==> config.mk <==
export PLATFORM = sky130hd
export DESIGN_NAME = int_div_32
export DESIGN_NICKNAME = d
export VERILOG_FILES = /design/src/rtl/int_div_32.sv
export SDC_FILE = /design/constraint.sdc
export NUM_CORES = 1
export LEC_CHECK = 0
export ABC_AREA = 1
export BUFFER_PORTS_ARGS = -buffer_cell sky130_fd_sc_hd__buf_2
export CAP_MARGIN = 30
export CORE_ASPECT_RATIO = 0.9
export CORE_MARGIN = 2
export CORE_UTILIZATION = 38
export DETAILED_ROUTE_END_ITERATION = 6
export GPL_ROUTABILITY_DRIVEN = 0
export PLACE_DENSITY = 0.55
export SETUP_SLACK_MARGIN = 0.05
export SLEW_MARGIN = 20
export SYNTH_ARGS = -nofsm -noshare
export SYNTH_HDL_FRONTEND = slang
export SYNTH_SLANG_ARGS = --single-unit
==> constraint.sdc <==
create_clock -name clk -period 2.24 [get_ports clk]
set_input_delay 0 -clock clk [delete_from_list [all_inputs] [get_ports clk]]
set_output_delay 0 -clock clk [all_outputs]
set_load 0.03 [all_outputs]
==> src/rtl/int_div_32.sv <==
// rtl/int_div_32.sv - iterative radix-2 restoring divider for DIV/DIVU/REM/REMU
// Registers update on the falling clock edge; one quotient bit per cycle.
module int_div_32 #(
  parameter int OPERAND_SIZE = 32
) (
  input  logic                    clk,
  input  logic                    rst_n,
  input  logic                    start,
  input  logic                    signed_div_i,
  input  logic [OPERAND_SIZE-1:0] X,
  input  logic [OPERAND_SIZE-1:0] Y,
  output logic                    busy,
  output logic                    result_rdy,
  output logic [OPERAND_SIZE-1:0] Quotient,
  output logic [OPERAND_SIZE-1:0] Remainder
);

  localparam int W  = OPERAND_SIZE;
  localparam int CW = $clog2(W);

  typedef enum logic [1:0] {S_IDLE, S_DIV, S_FIX} state_t;

  state_t          state_q;
  logic [CW-1:0]   cnt_q;
  logic [W-1:0]    rem_q;
  logic [W-1:0]    dvd_q;
  logic [W-1:0]    dvs_q;
  logic            negq_q;
  logic            negr_q;

  logic [W-1:0]    x_abs;
  logic [W-1:0]    y_abs;
  logic            y_zero;
  logic            sgn_ovf;
  logic [W:0]      diff;
  logic [W-1:0]    rem_d;
  logic [W-1:0]    dvd_d;

  assign x_abs   = (signed_div_i && X[W-1]) ? -X : X;
  assign y_abs   = (signed_div_i && Y[W-1]) ? -Y : Y;
  assign y_zero  = ~|Y;
  assign sgn_ovf = signed_div_i && (X == {1'b1, {(W-1){1'b0}}}) && (&Y);

  // dvd_q shifts the dividend out of its MSB and collects quotient bits in its LSB.
  assign diff  = {rem_q, dvd_q[W-1]} - {1'b0, dvs_q};
  assign rem_d = diff[W] ? {rem_q[W-2:0], dvd_q[W-1]} : diff[W-1:0];
  assign dvd_d = {dvd_q[W-2:0], ~diff[W]};

  always_ff @(negedge clk or negedge rst_n) begin
    if (!rst_n) begin
      state_q    <= S_IDLE;
      cnt_q      <= '0;
      rem_q      <= '0;
      dvd_q      <= '0;
      dvs_q      <= '0;
      negq_q     <= 1'b0;
      negr_q     <= 1'b0;
      busy       <= 1'b0;
      result_rdy <= 1'b0;
      Quotient   <= '0;
      Remainder  <= '0;
    end else begin
      result_rdy <= 1'b0;
      case (state_q)
        S_IDLE: begin
          if (start) begin
            busy  <= 1'b1;
            cnt_q <= '0;
            // Special cases park their final values in dvd_q/rem_q and skip the iterations.
            if (y_zero) begin
              dvd_q   <= '1;
              rem_q   <= X;
              negq_q  <= 1'b0;
              negr_q  <= 1'b0;
              state_q <= S_FIX;
            end else if (sgn_ovf) begin
              dvd_q   <= {1'b1, {(W-1){1'b0}}};
              rem_q   <= '0;
              negq_q  <= 1'b0;
              negr_q  <= 1'b0;
              state_q <= S_FIX;
            end else begin
              dvd_q   <= x_abs;
              dvs_q   <= y_abs;
              rem_q   <= '0;
              negq_q  <= signed_div_i && (X[W-1] ^ Y[W-1]);
              negr_q  <= signed_div_i && X[W-1];
              state_q <= S_DIV;
            end
          end
        end
        S_DIV: begin
          rem_q <= rem_d;
          dvd_q <= dvd_d;
          cnt_q <= cnt_q + 1'b1;
          if (cnt_q == CW'(W - 1)) state_q <= S_FIX;
        end
        S_FIX: begin
          Quotient   <= negq_q ? -dvd_q : dvd_q;
          Remainder  <= negr_q ? -rem_q : rem_q;
          result_rdy <= 1'b1;
          busy       <= 1'b0;
          state_q    <= S_IDLE;
        end
        default: state_q <= S_IDLE;
      endcase
    end
  end

endmodule

==> results.yml <==
run_status:
  status: "finished, violations left"
  violations: "design-rule violations, negative setup slack"
drt:
  dr.pass1.iters: 7
  drt_iter0_drc: 1424
  finalWirelength_microns: 53910
  drcViolationCount: 2
  vias: 15770
  wire_per_inst_microns: 17.17
  vias_per_cell: 5.023
  ant_nets: 0
worst_setup_path:
  r2r_cells: 15
  start_kind: "input pin"
  crit_type: "input pin to flip-flop"
  crit_path_max_fanout: 8
  crit_required_ns: 1.39
  arrival_ns: 1.64
  endpoint_kind: "flip-flop"
sta:
  rsz0062_at_grt: "yes"
  setup_violations: 96
  drv_slew: 0
  worst_pin_slew_ns: 0.6115
  finalCriticalPeriod_ns: 2.492
  fin_ws_ns: -0.2522
  hold_viol: 0
  timing.final.crit_share_pct: 111.3
  slew-limit-headroom_pct: 59.19
  fin_worst_skew_ns: 0.01258
  fmax_ghz: 0.4019
pwr:
  power.density_nw_per_um2: 1714
  power_leakage_nw: 10.81
  peakVddDrop_uv: 810.2
floorplanning:
  die_area_sq_um: 37130
  die_x_microns: 202.9
  start_util_pct: 38.60
  placeableCoreArea_sq_um: 35050
  die_y_microns: 183.0
  io_pins: 134
  fp-row-count: 65
place:
  io_buffers: 133
  preCtsSetupSlack_ns: -0.7639
  post-dp-hpwl_microns: 41400
final_layout:
  diodes: 0
  final_cell_mix: "nand2_1 (547), buf_4 (401), inv_1 (295)"
  final_common_cell: "nand2_1"
  nNetsFinal: 2765
  utilization_pct: 58.89
  syn_to_final_growth_pct: 52.57
  drive_gt1_share_pct: 35.47
global_routing:
  track_usage_pct: 28.56
  grt_overflow: 0
  antenna_found_initial: 0
  grt_pass1_vias: 14870
  grt_pass1_wl_microns: 81960
  grt_max_degree: 60
logic_synthesis:
  yosys_warnings: 0
  syn_nets: 2220
  synth-seq-cells: 171
  synth_cell_types: 51
  async_reset_ff_share_pct: 100.0
  synth_ff_type: "dfrtn_1"
  synth.avg_cell_area_sq_um: 6.406
  synth-edff-count: 0
  synth_cells: 2112
  synth_area_sq_um: 13530
  ys_seq_area_share_pct: 31.63
cts:
  path_clk_slew_ns: 0.05
  cts_tree: "yes"
  h-tree-depth: 4
  cts_inserted_buffers: 17
  clockRootBuffer: "clkbuf_16"
  clk_latency_ns: 0.42
  clockBufferDepth: 2
  cts_sinks: 171
  hold_buffers: 0
min_path:
  hold_path.class: "input pin to asynchronous set/reset pin"
run:
  cap_viol_max_count: 0
==> Yosys cell counts, types with 4 or more instances <==
cell type	count	share of area [%]
o21ai_0	111	4.1
dfrtn_1	171	32
buf_2	9	0.33
or2_2	8	0.37
nand4_1	38	1.8
o31ai_1	7	0.39
nor4_1	9	0.42
a31oi_1	18	0.83
buf_6	4	0.33
nand2_1	628	17
xor2_1	94	6.1
buf_1	5	0.14
nor3_1	17	0.63
nand3b_1	5	0.28
nor2_2	9	0.42
clkbuf_1	38	1.1
ha_1	39	3.6
nor3_2	4	0.30
a21oi_1	117	4.3
nand3_1	135	5.0
xnor2_1	5	0.32
inv_2	9	0.25
o22ai_1	6	0.28
inv_1	309	8.6
buf_4	7	0.39
nor2_1	246	6.8
o21ai_1	18	0.67
o211ai_1	6	0.33
nor2_4	5	0.42
==> critical path, cell delays in order <==
cell and delay [ns]:
buf_12 0.11, inv_12 0.04, ha_4 0.12, nand4_1 0.16, nor2_4 0.22, buf_6 0.13, nand2_4 0.06, nor2_4 0.10
nand3_4 0.10, nor2_4 0.17, a21oi_4 0.14, nand2_2 0.11, nand3_2 0.06, nand2_1 0.06, inv_1 0.03
==> what timing repair did <==
| item | 4_1_cts | 5_1_grt |
|---|---|---|
| buffers inserted | 39 | 27 |
| hold endpoints to repair | 0 | 0 |
| gates cloned | 12 | 0 |
| setup endpoints to repair | 106 | 128 |
| pin swaps | 57 | 86 |
| gates resized for setup | 216 | 211 |
==> metrics by stage <==
step	instance area, sq um	total power [mW]	TNS (ns)	hold WS (ns)	std cells
2_1_floorplan	13760	18.84	-19.79	0.4095	2112
3_3_place_gp	17820	27.52	-54.05	0.4173	3041
3_5_place_dp	17820	27.83	-56.06	0.4213	3041
4_1_cts	19790	33.78	-13.59	0.4000	3122
5_1_grt	20640	38.06	-25.07	0.4051	3139
6_report	20640	35.39	-17.06	0.4095	3139
==> logic make-up after synthesis <==
logic type                 Yosys count  share of synthesized area, %
DFF                                171                         31.63
adders and majority gates           40                         3.754
xor gates and xnor gates            99                         6.408
and+or+nand+nor                   1124                         35.33
AOI/OAI and AO/OA                  295                         11.63
buffers and inverters              383                         11.24
==> power by group <==
group	switching [mW]	internal [mW]	leakage, nW	total (mW)
Sequential	1.30	4.77	2.07	6.07
Combinational	15.3	11.0	8.46	26.3
Clock	1.44	1.56	0.274	3.00
Total	18.0	17.3	10.8	35.4
==> layer usage <==
metal  part of all wire [%]  wire [microns]  track usage [%]
met3                    7.8            4205            5.970
met2                     44           23890            44.05
met1                     46           24640            40.56
met5                      0               0                0
met4                    2.2            1172            7.562
==> final cells by class <==
class,count,area [sq um]
timing repair buffer,590,4671
clock buffer,18,429.2
clock inverter,14,136.4
inverter,319,1255
tap,469,586.8
fill,3264,14410
multi-input combinational,1558,9286
sequential,171,4279
==> state kept, by name, summed over array words and instances, names as in the netlist <==
signal	count
Quotient	32
dvd_q	32
rem_q	32
busy	1
Remainder	32
result_rdy	1
negr_q	1
dvs_q	32
negq_q	1
cnt_q	5
state_q	2
==> worst paths after layout <==
kind	endpoint	from	slack [ns]
worst max-delay path	dvd_q[11]	X[1]	-0.25
worst min-delay path	Remainder[11]	rst_n	0.41
worst max register to register	rem_q[8]	dvs_q[31]	-0.25
worst min register to register	Remainder[28]	Remainder[28]	0.42
max in group asynchronous	dvs_q[15]	rst_n	1.21
min in group clk	Remainder[28]	Remainder[28]	0.42
(Power assumes the default switching activity.)
